<file path="src/rtl/rs_alu_if.sv">
// -----------------------------------------------------------------------------
// rs_alu_if
// Purpose : groups the dispatch, CDB, flush and issue signals of the ALU
//           reservation station into one bundle.
// Packet  : id_packet_in / issue_packet are CTRL_W + 2*XLEN bits wide,
//           laid out as {ctrl[CTRL_W-1:0], rs1_value[XLEN-1:0], rs2_value[XLEN-1:0]}.
// Signals :
//   dispatch_en, id_packet_in, dest_rob_tag,
//   rs1_rob_tag, rs1_tag_ready, rs2_rob_tag, rs2_tag_ready  - dispatch from is_stage
//   cdb_valid, cdb_tag, cdb_value                           - result broadcast
//   squash                                                  - mispredict flush
//   issue_ready (in), issue_valid, issue_packet, issue_rob_tag (out) - ALU handshake
//   rs_full (out)                                           - stall back to is_stage
// Modports: slave  = reservation station view
//           master = environment (is_stage / CDB / ALU) view
// -----------------------------------------------------------------------------
interface rs_alu_if #(
    parameter int XLEN   = 32,
    parameter int TAG_W  = 5,
    parameter int CTRL_W = 16
) ();
    localparam int PKT_W = CTRL_W + 2 * XLEN;

    logic              dispatch_en;
    logic [PKT_W-1:0]  id_packet_in;
    logic [TAG_W-1:0]  dest_rob_tag;
    logic [TAG_W-1:0]  rs1_rob_tag;
    logic              rs1_tag_ready;
    logic [TAG_W-1:0]  rs2_rob_tag;
    logic              rs2_tag_ready;
    logic              cdb_valid;
    logic [TAG_W-1:0]  cdb_tag;
    logic [XLEN-1:0]   cdb_value;
    logic              squash;
    logic              issue_ready;
    logic              issue_valid;
    logic [PKT_W-1:0]  issue_packet;
    logic [TAG_W-1:0]  issue_rob_tag;
    logic              rs_full;

    modport slave (
        input  dispatch_en, id_packet_in, dest_rob_tag,
        input  rs1_rob_tag, rs1_tag_ready, rs2_rob_tag, rs2_tag_ready,
        input  cdb_valid, cdb_tag, cdb_value, squash, issue_ready,
        output issue_valid, issue_packet, issue_rob_tag, rs_full
    );

    modport master (
        output dispatch_en, id_packet_in, dest_rob_tag,
        output rs1_rob_tag, rs1_tag_ready, rs2_rob_tag, rs2_tag_ready,
        output cdb_valid, cdb_tag, cdb_value, squash, issue_ready,
        input  issue_valid, issue_packet, issue_rob_tag, rs_full
    );
endinterface

</file>
<file path="src/rtl/rs_alu.sv">
// -----------------------------------------------------------------------------
// rs_alu
// Purpose : reservation station for the ALU. Captures dispatched packets into
//           the lowest free entry, wakes pending operands from the CDB and
//           issues one operand-complete entry per cycle over valid/ready.
// Ports   : clock  - system clock, all state on posedge
//           reset  - asynchronous active-low reset
//           rs     - rs_alu_if.slave bundle (dispatch, CDB, squash, issue, rs_full)
// Build option: RS_AGE_SELECT_EN
//           defined   -> an RS_SIZE x RS_SIZE age matrix picks the oldest ready entry
//           undefined -> the lowest-index ready entry is picked
// -----------------------------------------------------------------------------
module rs_alu #(
    parameter int RS_SIZE = 8,
    parameter int XLEN    = 32,
    parameter int TAG_W   = 5,
    parameter int CTRL_W  = 16
) (
    input  logic    clock,
    input  logic    reset,
    rs_alu_if.slave rs
);
    localparam int IDX_W = (RS_SIZE > 1) ? $clog2(RS_SIZE) : 1;
    localparam int PKT_W = CTRL_W + 2 * XLEN;

    logic [RS_SIZE-1:0] busy_q, busy_d, v1_q, v1_d, v2_q, v2_d;
    logic [PKT_W-1:0]   pkt_q  [RS_SIZE];
    logic [PKT_W-1:0]   pkt_d  [RS_SIZE];
    logic [TAG_W-1:0]   dtag_q [RS_SIZE];
    logic [TAG_W-1:0]   dtag_d [RS_SIZE];
    logic [TAG_W-1:0]   t1_q   [RS_SIZE];
    logic [TAG_W-1:0]   t1_d   [RS_SIZE];
    logic [TAG_W-1:0]   t2_q   [RS_SIZE];
    logic [TAG_W-1:0]   t2_d   [RS_SIZE];
    // hold_q pins the selection while the ALU back-pressures, so a newly
    // ready lower-index (or older) entry cannot change the presented packet.
    logic               hold_q, hold_d;
    logic [IDX_W-1:0]   hold_idx_q, hold_idx_d;

    logic [RS_SIZE-1:0] ready_s, wake1_s, wake2_s, disp_we_s, clr_s;
    logic               full_s, pick_found_s, issue_valid_s, fire_s, accept_s;
    logic [IDX_W-1:0]   free_idx_s, pick_idx_s, sel_idx_s;
    logic               dep1_s, dep2_s, cap1_s, cap2_s, disp_v1_s, disp_v2_s;
    logic [PKT_W-1:0]   disp_pkt_s;

    assign ready_s       = busy_q & v1_q & v2_q;
    assign full_s        = &busy_q;
    assign pick_found_s  = |ready_s;
    assign issue_valid_s = hold_q | pick_found_s;
    assign sel_idx_s     = hold_q ? hold_idx_q : pick_idx_s;
    assign fire_s        = issue_valid_s & rs.issue_ready;
    assign accept_s      = rs.dispatch_en & ~full_s & ~rs.squash;
    assign hold_d        = issue_valid_s & ~rs.issue_ready & ~rs.squash;
    assign hold_idx_d    = sel_idx_s;

    // Operand status at dispatch: a nonzero tag that is not yet complete may
    // still be satisfied by a broadcast in the same cycle.
    assign dep1_s    = (rs.rs1_rob_tag != {TAG_W{1'b0}}) & ~rs.rs1_tag_ready;
    assign dep2_s    = (rs.rs2_rob_tag != {TAG_W{1'b0}}) & ~rs.rs2_tag_ready;
    assign cap1_s    = dep1_s & rs.cdb_valid & (rs.cdb_tag == rs.rs1_rob_tag);
    assign cap2_s    = dep2_s & rs.cdb_valid & (rs.cdb_tag == rs.rs2_rob_tag);
    assign disp_v1_s = ~dep1_s | cap1_s;
    assign disp_v2_s = ~dep2_s | cap2_s;

    // Dispatched packet with any same-cycle CDB capture merged in.
    always_comb begin
        disp_pkt_s                  = rs.id_packet_in;
        disp_pkt_s[2*XLEN-1:XLEN]   = cap1_s ? rs.cdb_value : rs.id_packet_in[2*XLEN-1:XLEN];
        disp_pkt_s[XLEN-1:0]        = cap2_s ? rs.cdb_value : rs.id_packet_in[XLEN-1:0];
    end

    // Lowest-index free entry (scan downward so the lowest hit wins).
    always_comb begin
        free_idx_s = {IDX_W{1'b0}};
        for (int i = RS_SIZE - 1; i >= 0; i--) begin
            free_idx_s = busy_q[i] ? free_idx_s : IDX_W'(i);
        end
    end

`ifdef RS_AGE_SELECT_EN
    // age_q[i][j] = 1 means entry i was dispatched before entry j.
    logic [RS_SIZE-1:0] age_q [RS_SIZE];
    logic [RS_SIZE-1:0] age_d [RS_SIZE];
    logic               oldest_s;

    // Oldest ready entry: ready and older than every other ready entry.
    always_comb begin
        pick_idx_s = {IDX_W{1'b0}};
        oldest_s   = 1'b0;
        for (int i = 0; i < RS_SIZE; i++) begin
            oldest_s = ready_s[i];
            for (int j = 0; j < RS_SIZE; j++) begin
                oldest_s = oldest_s & ((j == i) | ~ready_s[j] | age_q[i][j]);
            end
            pick_idx_s = oldest_s ? IDX_W'(i) : pick_idx_s;
        end
    end

    // Age matrix next state: a new entry is younger than every busy entry.
    always_comb begin
        for (int i = 0; i < RS_SIZE; i++) begin
            age_d[i] = age_q[i];
            for (int j = 0; j < RS_SIZE; j++) begin
                if (rs.squash) begin
                    age_d[i][j] = 1'b0;
                end else if (disp_we_s[i]) begin
                    age_d[i][j] = 1'b0;
                end else if (disp_we_s[j]) begin
                    age_d[i][j] = busy_q[i] & ~clr_s[i];
                end else if (clr_s[i] | clr_s[j]) begin
                    age_d[i][j] = 1'b0;
                end else begin
                    age_d[i][j] = age_q[i][j];
                end
            end
        end
    end

    // Age matrix register.
    always_ff @(posedge clock or negedge reset) begin
        if (!reset) begin
            for (int i = 0; i < RS_SIZE; i++) age_q[i] <= {RS_SIZE{1'b0}};
        end else begin
            for (int i = 0; i < RS_SIZE; i++) age_q[i] <= age_d[i];
        end
    end
`else
    // Lowest-index ready entry.
    always_comb begin
        pick_idx_s = {IDX_W{1'b0}};
        for (int i = RS_SIZE - 1; i >= 0; i--) begin
            pick_idx_s = ready_s[i] ? IDX_W'(i) : pick_idx_s;
        end
    end
`endif

    // Issue outputs; packet and tag read as zero when nothing is presented.
    always_comb begin
        rs.issue_valid = issue_valid_s;
        rs.rs_full     = full_s;
        if (issue_valid_s) begin
            rs.issue_packet  = pkt_q[sel_idx_s];
            rs.issue_rob_tag = dtag_q[sel_idx_s];
        end else begin
            rs.issue_packet  = {PKT_W{1'b0}};
            rs.issue_rob_tag = {TAG_W{1'b0}};
        end
    end

    // Entry next state: wakeup, issue free, dispatch write, squash clear.
    always_comb begin
        for (int i = 0; i < RS_SIZE; i++) begin
            wake1_s[i]   = busy_q[i] & ~v1_q[i] & rs.cdb_valid &
                           (rs.cdb_tag != {TAG_W{1'b0}}) & (t1_q[i] == rs.cdb_tag);
            wake2_s[i]   = busy_q[i] & ~v2_q[i] & rs.cdb_valid &
                           (rs.cdb_tag != {TAG_W{1'b0}}) & (t2_q[i] == rs.cdb_tag);
            disp_we_s[i] = accept_s & (free_idx_s == IDX_W'(i));
            clr_s[i]     = fire_s & (sel_idx_s == IDX_W'(i));

            busy_d[i] = ~rs.squash & (disp_we_s[i] | (busy_q[i] & ~clr_s[i]));
            v1_d[i]   = disp_we_s[i] ? disp_v1_s : (v1_q[i] | wake1_s[i]);
            v2_d[i]   = disp_we_s[i] ? disp_v2_s : (v2_q[i] | wake2_s[i]);

            pkt_d[i]                = pkt_q[i];
            pkt_d[i][2*XLEN-1:XLEN] = wake1_s[i] ? rs.cdb_value : pkt_q[i][2*XLEN-1:XLEN];
            pkt_d[i][XLEN-1:0]      = wake2_s[i] ? rs.cdb_value : pkt_q[i][XLEN-1:0];
            pkt_d[i]                = disp_we_s[i] ? disp_pkt_s : pkt_d[i];

            dtag_d[i] = disp_we_s[i] ? rs.dest_rob_tag : dtag_q[i];
            t1_d[i]   = disp_we_s[i] ? rs.rs1_rob_tag  : t1_q[i];
            t2_d[i]   = disp_we_s[i] ? rs.rs2_rob_tag  : t2_q[i];
        end
    end

    // Entry and selection-hold registers.
    always_ff @(posedge clock or negedge reset) begin
        if (!reset) begin
            busy_q     <= {RS_SIZE{1'b0}};
            v1_q       <= {RS_SIZE{1'b0}};
            v2_q       <= {RS_SIZE{1'b0}};
            hold_q     <= 1'b0;
            hold_idx_q <= {IDX_W{1'b0}};
            for (int i = 0; i < RS_SIZE; i++) begin
                pkt_q[i]  <= {PKT_W{1'b0}};
                dtag_q[i] <= {TAG_W{1'b0}};
                t1_q[i]   <= {TAG_W{1'b0}};
                t2_q[i]   <= {TAG_W{1'b0}};
            end
        end else begin
            busy_q     <= busy_d;
            v1_q       <= v1_d;
            v2_q       <= v2_d;
            hold_q     <= hold_d;
            hold_idx_q <= hold_idx_d;
            for (int i = 0; i < RS_SIZE; i++) begin
                pkt_q[i]  <= pkt_d[i];
                dtag_q[i] <= dtag_d[i];
                t1_q[i]   <= t1_d[i];
                t2_q[i]   <= t2_d[i];
            end
        end
    end
endmodule

</file>
<file path="src/flat_wrapper.sv">
// flat-port wrapper written by rule: the top's interface ports become plain ports
module rs_alu_flat 
#(
    parameter int RS_SIZE = 8,
    parameter int XLEN    = 32,
    parameter int TAG_W   = 5,
    parameter int CTRL_W  = 16
)
  (clock, reset, rs_dispatch_en, rs_id_packet_in, rs_dest_rob_tag, rs_rs1_rob_tag, rs_rs1_tag_ready, rs_rs2_rob_tag, rs_rs2_tag_ready, rs_cdb_valid, rs_cdb_tag, rs_cdb_value, rs_squash, rs_issue_ready, rs_issue_valid, rs_issue_packet, rs_issue_rob_tag, rs_rs_full);
  rs_alu_if #(.XLEN(XLEN), .TAG_W(TAG_W), .CTRL_W(CTRL_W)) rs_i ();
  input  logic clock;
  input  logic reset;
  input wire logic [$bits(rs_i.dispatch_en)-1:0] rs_dispatch_en;
  input wire logic [$bits(rs_i.id_packet_in)-1:0] rs_id_packet_in;
  input wire logic [$bits(rs_i.dest_rob_tag)-1:0] rs_dest_rob_tag;
  input wire logic [$bits(rs_i.rs1_rob_tag)-1:0] rs_rs1_rob_tag;
  input wire logic [$bits(rs_i.rs1_tag_ready)-1:0] rs_rs1_tag_ready;
  input wire logic [$bits(rs_i.rs2_rob_tag)-1:0] rs_rs2_rob_tag;
  input wire logic [$bits(rs_i.rs2_tag_ready)-1:0] rs_rs2_tag_ready;
  input wire logic [$bits(rs_i.cdb_valid)-1:0] rs_cdb_valid;
  input wire logic [$bits(rs_i.cdb_tag)-1:0] rs_cdb_tag;
  input wire logic [$bits(rs_i.cdb_value)-1:0] rs_cdb_value;
  input wire logic [$bits(rs_i.squash)-1:0] rs_squash;
  input wire logic [$bits(rs_i.issue_ready)-1:0] rs_issue_ready;
  output wire logic [$bits(rs_i.issue_valid)-1:0] rs_issue_valid;
  output wire logic [$bits(rs_i.issue_packet)-1:0] rs_issue_packet;
  output wire logic [$bits(rs_i.issue_rob_tag)-1:0] rs_issue_rob_tag;
  output wire logic [$bits(rs_i.rs_full)-1:0] rs_rs_full;
  assign rs_i.dispatch_en = rs_dispatch_en;
  assign rs_i.id_packet_in = rs_id_packet_in;
  assign rs_i.dest_rob_tag = rs_dest_rob_tag;
  assign rs_i.rs1_rob_tag = rs_rs1_rob_tag;
  assign rs_i.rs1_tag_ready = rs_rs1_tag_ready;
  assign rs_i.rs2_rob_tag = rs_rs2_rob_tag;
  assign rs_i.rs2_tag_ready = rs_rs2_tag_ready;
  assign rs_i.cdb_valid = rs_cdb_valid;
  assign rs_i.cdb_tag = rs_cdb_tag;
  assign rs_i.cdb_value = rs_cdb_value;
  assign rs_i.squash = rs_squash;
  assign rs_i.issue_ready = rs_issue_ready;
  assign rs_issue_valid = rs_i.issue_valid;
  assign rs_issue_packet = rs_i.issue_packet;
  assign rs_issue_rob_tag = rs_i.issue_rob_tag;
  assign rs_rs_full = rs_i.rs_full;
  rs_alu #(.RS_SIZE(RS_SIZE), .XLEN(XLEN), .TAG_W(TAG_W), .CTRL_W(CTRL_W)) u_core (.clock(clock), .reset(reset), .rs(rs_i));
endmodule
</file>
<file path="config.mk">
export PLATFORM = sky130hd
export DESIGN_NAME = rs_alu_flat
export DESIGN_NICKNAME = d
export VERILOG_FILES = /design/src/rtl/rs_alu_if.sv /design/src/rtl/rs_alu.sv /design/src/flat_wrapper.sv
export SDC_FILE = /design/constraint.sdc
export NUM_CORES = 2
export LEC_CHECK = 0
export BUFFER_PORTS_ARGS = -buffer_cell sky130_fd_sc_hd__buf_4
export CORE_MARGIN = 2
export CORE_UTILIZATION = 55
export DETAILED_ROUTE_END_ITERATION = 16
export PLACE_DENSITY = 0.76
export SLEW_MARGIN = 40
export SYNTH_ARGS = -nofsm -noshare
export SYNTH_HDL_FRONTEND = slang
export SYNTH_SLANG_ARGS = --single-unit
</file>
<file path="constraint.sdc">
create_clock -name clock -period 2.4 [get_ports clock]
set_input_delay 0.24 -clock clock [delete_from_list [all_inputs] [get_ports clock]]
set_output_delay 0.24 -clock clock [all_outputs]
set_load 0.05 [all_outputs]
</file>
==> impl_metrics.env <==
export IMPL_run_status="complete, but fails checks"
export IMPL_violations="setup timing"
export IMPL_post_synth_num_cell_types=61
export IMPL_max_slew_margin_pct=42.1
export IMPL_postLayoutCellArea_mm2=0.0517
export IMPL_layout_cells_most_common="sky130_fd_sc_hd__dfrtp_1"
export IMPL_cellPowerDensity_mw_per_mm2=683
export IMPL_floorplan_die_width_um=269
export IMPL_timing_critical_path_to_type="primary output"
export IMPL_num_io_pins=227
export IMPL_rsz0062_at_grt="true"
export IMPL_grt_use_total_pct=40.8
export IMPL_timing_final_setup_violations=94
export IMPL_cts_max_path_buffers=3
export IMPL_cts_reportedPaths_clkPinSlew_ps=70
export IMPL_finalWorstPathRequiredPeriod_ps=3270
export IMPL_pwr_share_comb_pct=17.5
export IMPL_global_route_wire_length_before_repair_um=223000
export IMPL_final_max_slew_viol_count=0
export IMPL_fin_ws_ps=-866
export IMPL_worst_slew_pin_slew_ps=861
export IMPL_fillCellCount=4408
export IMPL_layout_drive_gt1_share_pct=25.2
export IMPL_leakagePower_nw=22.6
export IMPL_p_seq_share_pct=43.3
export IMPL_worst_skew_pair_late_latency_ps=660
export IMPL_critical_path_max_fanout=11
export IMPL_route_vias_total=37011
export IMPL_power_switching_fraction_pct=27.9
export IMPL_route_detailed_vias_per_inst=6.88
export IMPL_yosys_warning_count=0
export IMPL_tritoncts_num_buffers=85
export IMPL_gpl_final_weighted_congestion=0.931
export IMPL_cts_sink_count=788
export IMPL_detail_route_antenna_nets=0
export IMPL_grt_antenna_before_repair=5
export IMPL_wl_per_cell_um=28.3
export IMPL_dominantRegCellSynth="sky130_fd_sc_hd__dfrtp_1"
export IMPL_async_flop_share_pct=100
export IMPL_overflow=0
export IMPL_tritoncts_clock_tree="yes"
export IMPL_fmax_achieved_mhz=306
export IMPL_critPathRequiredTime_ps=2160
export IMPL_floorplan_initialDensity_pct=55.3
export IMPL_place_ws_ps=-163
export IMPL_cell_area_after_placement_mm2=0.0460
export IMPL_highest_count_cells_in_the_layout_ignoring_fill_and_taps="788 x sky130_fd_sc_hd__dfrtp_1, 644 x sky130_fd_sc_hd__nand2_1, 390 x sky130_fd_sc_hd__nor2_1, 361 x sky130_fd_sc_hd__buf_4, 281 x sky130_fd_sc_hd__mux2i_1"
export IMPL_postSynthAreaPerCell_um2=9.94
export IMPL_synthesized_area_mm2=0.0385
export IMPL_placed_cells_incl_taps=5041
export IMPL_firstDrtPassIters=8
export IMPL_number_of_enable_type_register_cells_in_the_synthesized_netlist=0
export IMPL_row_count=97
export IMPL_fin_total_pwr_w=0.0353
export IMPL_power_share_clock_pct=39.2
export IMPL_floorplan_core_area_mm2=0.0697
export IMPL_final_cell_count_no_fill=5376
export IMPL_mappedNetlistNets=4016
export IMPL_worst_hold_class="primary input to async pin"
export IMPL_worst_ep_arrival_time_ps=3030
export IMPL_grt_pass1_vias=37351
export IMPL_internal_w=0.0255
export IMPL_number_of_max_capacitance_violations_reported=0
export IMPL_final_net_count=4506
export IMPL_switching_power_w=0.00986
export IMPL_synth_cells=3876
export IMPL_fp_dieH_um=269
export IMPL_wl_um=152000
export IMPL_timing_setup_critical_path_class="register to primary output"
export IMPL_fin_skew_ps=21.8
export IMPL_critPathLaunchType="register"
export IMPL_worst_ir_drop_vdd_mv=0.629
export IMPL_largest_net_degree_at_the_start_of_global_routing=124
export IMPL_first_iter_violations=5279
export IMPL_period_share_pct=136
export IMPL_cts_max_level=3
export IMPL_fraction_of_the_yosys_area_taken_by_sequential_cells_pct=51.2
export IMPL_die_area_mm2=0.0722
export IMPL_flow_area_growth_from_synthesis_pct=34.3
export IMPL_r2r_worst_path_depth=11
export IMPL_placement_io_buffers=226
export IMPL_clock_root_buffer="sky130_fd_sc_hd__clkbuf_16"
export IMPL_synth_seq_cells=788
export IMPL_total_drc_errors_in_the_routed_layout=0
export IMPL_post_dp_hpwl_um=90200
export IMPL_hold_viol=0
==> cells in the mapped netlist, drive strengths merged (66+ instances only) <==
| master | n | area share (%) |
|---|---|---|
| dfrtp | 788 | 51 |
| nand2 | 648 | 6.3 |
| nor2 | 401 | 3.9 |
| mux2i | 340 | 8.8 |
| o22ai | 258 | 4.2 |
| clkbuf | 192 | 1.9 |
| buf | 155 | 2.2 |
| a21oi | 140 | 1.8 |
| o221a | 129 | 3.8 |
| inv | 103 | 1.0 |
| o22a | 97 | 2.2 |
| o221ai | 85 | 1.9 |
| nor3 | 76 | 1.0 |
| nand3 | 75 | 0.97 |
| xnor2 | 66 | 1.5 |
==> registers in the layout, summed over array words and instances, names as in the netlist <==
register and flops:
u_core.v2_q 8, u_core.t2_q 40, u_core.dtag_q 40, u_core.busy_q 8, u_core.t1_q 40, u_core.hold_idx_q 3
u_core.v1_q 8, u_core.hold_q 1, u_core.pkt_q 640
==> final timing paths <==
kind	startpoint	end	slack, ps
max in group asynchronous	reset	u_core.pkt_q[496]	1280
worst min-delay path	reset	u_core.pkt_q[167]	60
worst max register to register	u_core.busy_q[6]	u_core.pkt_q[183]	-110
min in group clock	rs_rs1_tag_ready	u_core.v1_q[5]	80
worst min register to register	u_core.pkt_q[388]	u_core.pkt_q[388]	470
worst max-delay path	u_core.v2_q[6]	rs_issue_packet[39]	-870
==> stage by stage <==
stage | TNS (ps) | hold WS, ps | util, %
CTS | -63020 | 46.3 | 73.4
detailed placement | -20020 | 144 | 66.0
finish | -68080 | 62.9 | 74.3
floorplan | -2500 | -55.6 | -
global placement | -20310 | 143 | 65.8
global route | -72130 | 71.7 | 74.3
==> what timing repair did <==
item | in CTS | in global routing
cloned | 4 | 6
hold buffers | 132 | 0
buffers inserted | 20 | 16
endpoints found under the hold margin | 857 | 0
pin swaps | 27 | 47
setup endpoints to repair | 404 | 283
gates resized for setup | 146 | 76
==> power by group through the flow <==
| stage | combinational (W) | clock (W) | sequential, W |
|---|---|---|---|
| 6_report | 0.00619 | 0.0139 | 0.0153 |
| 2_1_floorplan | 0.00361 | 0 | 0.0152 |
| 5_1_grt | 0.00655 | 0.0144 | 0.0154 |
| 3_3_place_gp | 0.00532 | 0 | 0.0154 |
| 3_5_place_dp | 0.00547 | 0 | 0.0154 |
| 4_1_cts | 0.00594 | 0.0138 | 0.0152 |
==> area by class of cell <==
| cell class | instances | area (um2) | share of cell area [%] |
|---|---|---|---|
| Sequential cell | 788 | 19700 | 38.1 |
| Inverter | 103 | 399 | 0.772 |
| Tap cell | 940 | 1180 | 2.27 |
| Timing Repair inverter | 1 | 11.3 | 0.0218 |
| Clock buffer | 124 | 2470 | 4.78 |
| Multi-Input combinational cell | 2639 | 19200 | 37.0 |
| Antenna cell | 3 | 7.51 | 0.0145 |
| Clock inverter | 30 | 455 | 0.880 |
| Timing Repair Buffer | 748 | 8330 | 16.1 |
==> critical path, cell delays in order (launching register included) <==
cell and delay [ps]:
sky130_fd_sc_hd__dfrtp_1 400, sky130_fd_sc_hd__and3_4 180, sky130_fd_sc_hd__o211ai_1 260, sky130_fd_sc_hd__a31oi_2 150
sky130_fd_sc_hd__buf_4 180, sky130_fd_sc_hd__nor2_4 90, sky130_fd_sc_hd__buf_6 120, sky130_fd_sc_hd__nand2_8 60
sky130_fd_sc_hd__buf_12 150, sky130_fd_sc_hd__buf_12 150, sky130_fd_sc_hd__buf_12 170, sky130_fd_sc_hd__o221ai_4 230
sky130_fd_sc_hd__buf_6 200
==> routing by layer <==
layer	share of wire (%)	GRT usage [%]
met1	36	51.3
met2	45	62.6
met3	12	12.1
met4	6.9	24.6
met5	0.015	0
==> cell families (layout without fill, tap and decap cells) <==
group           after synthesis  in the layout  synth area share [%]
simple gates               1258           1259                  13.3
compound gates              888            888                  17.7
flops                       788            788                  51.2
buf+inv                     450           1006                  5.11
mux                         402            402                  10.6
xor+xnor                     90             90                  2.05
other cells                   0              3                     0
Power figures use the tool's default switching activity.
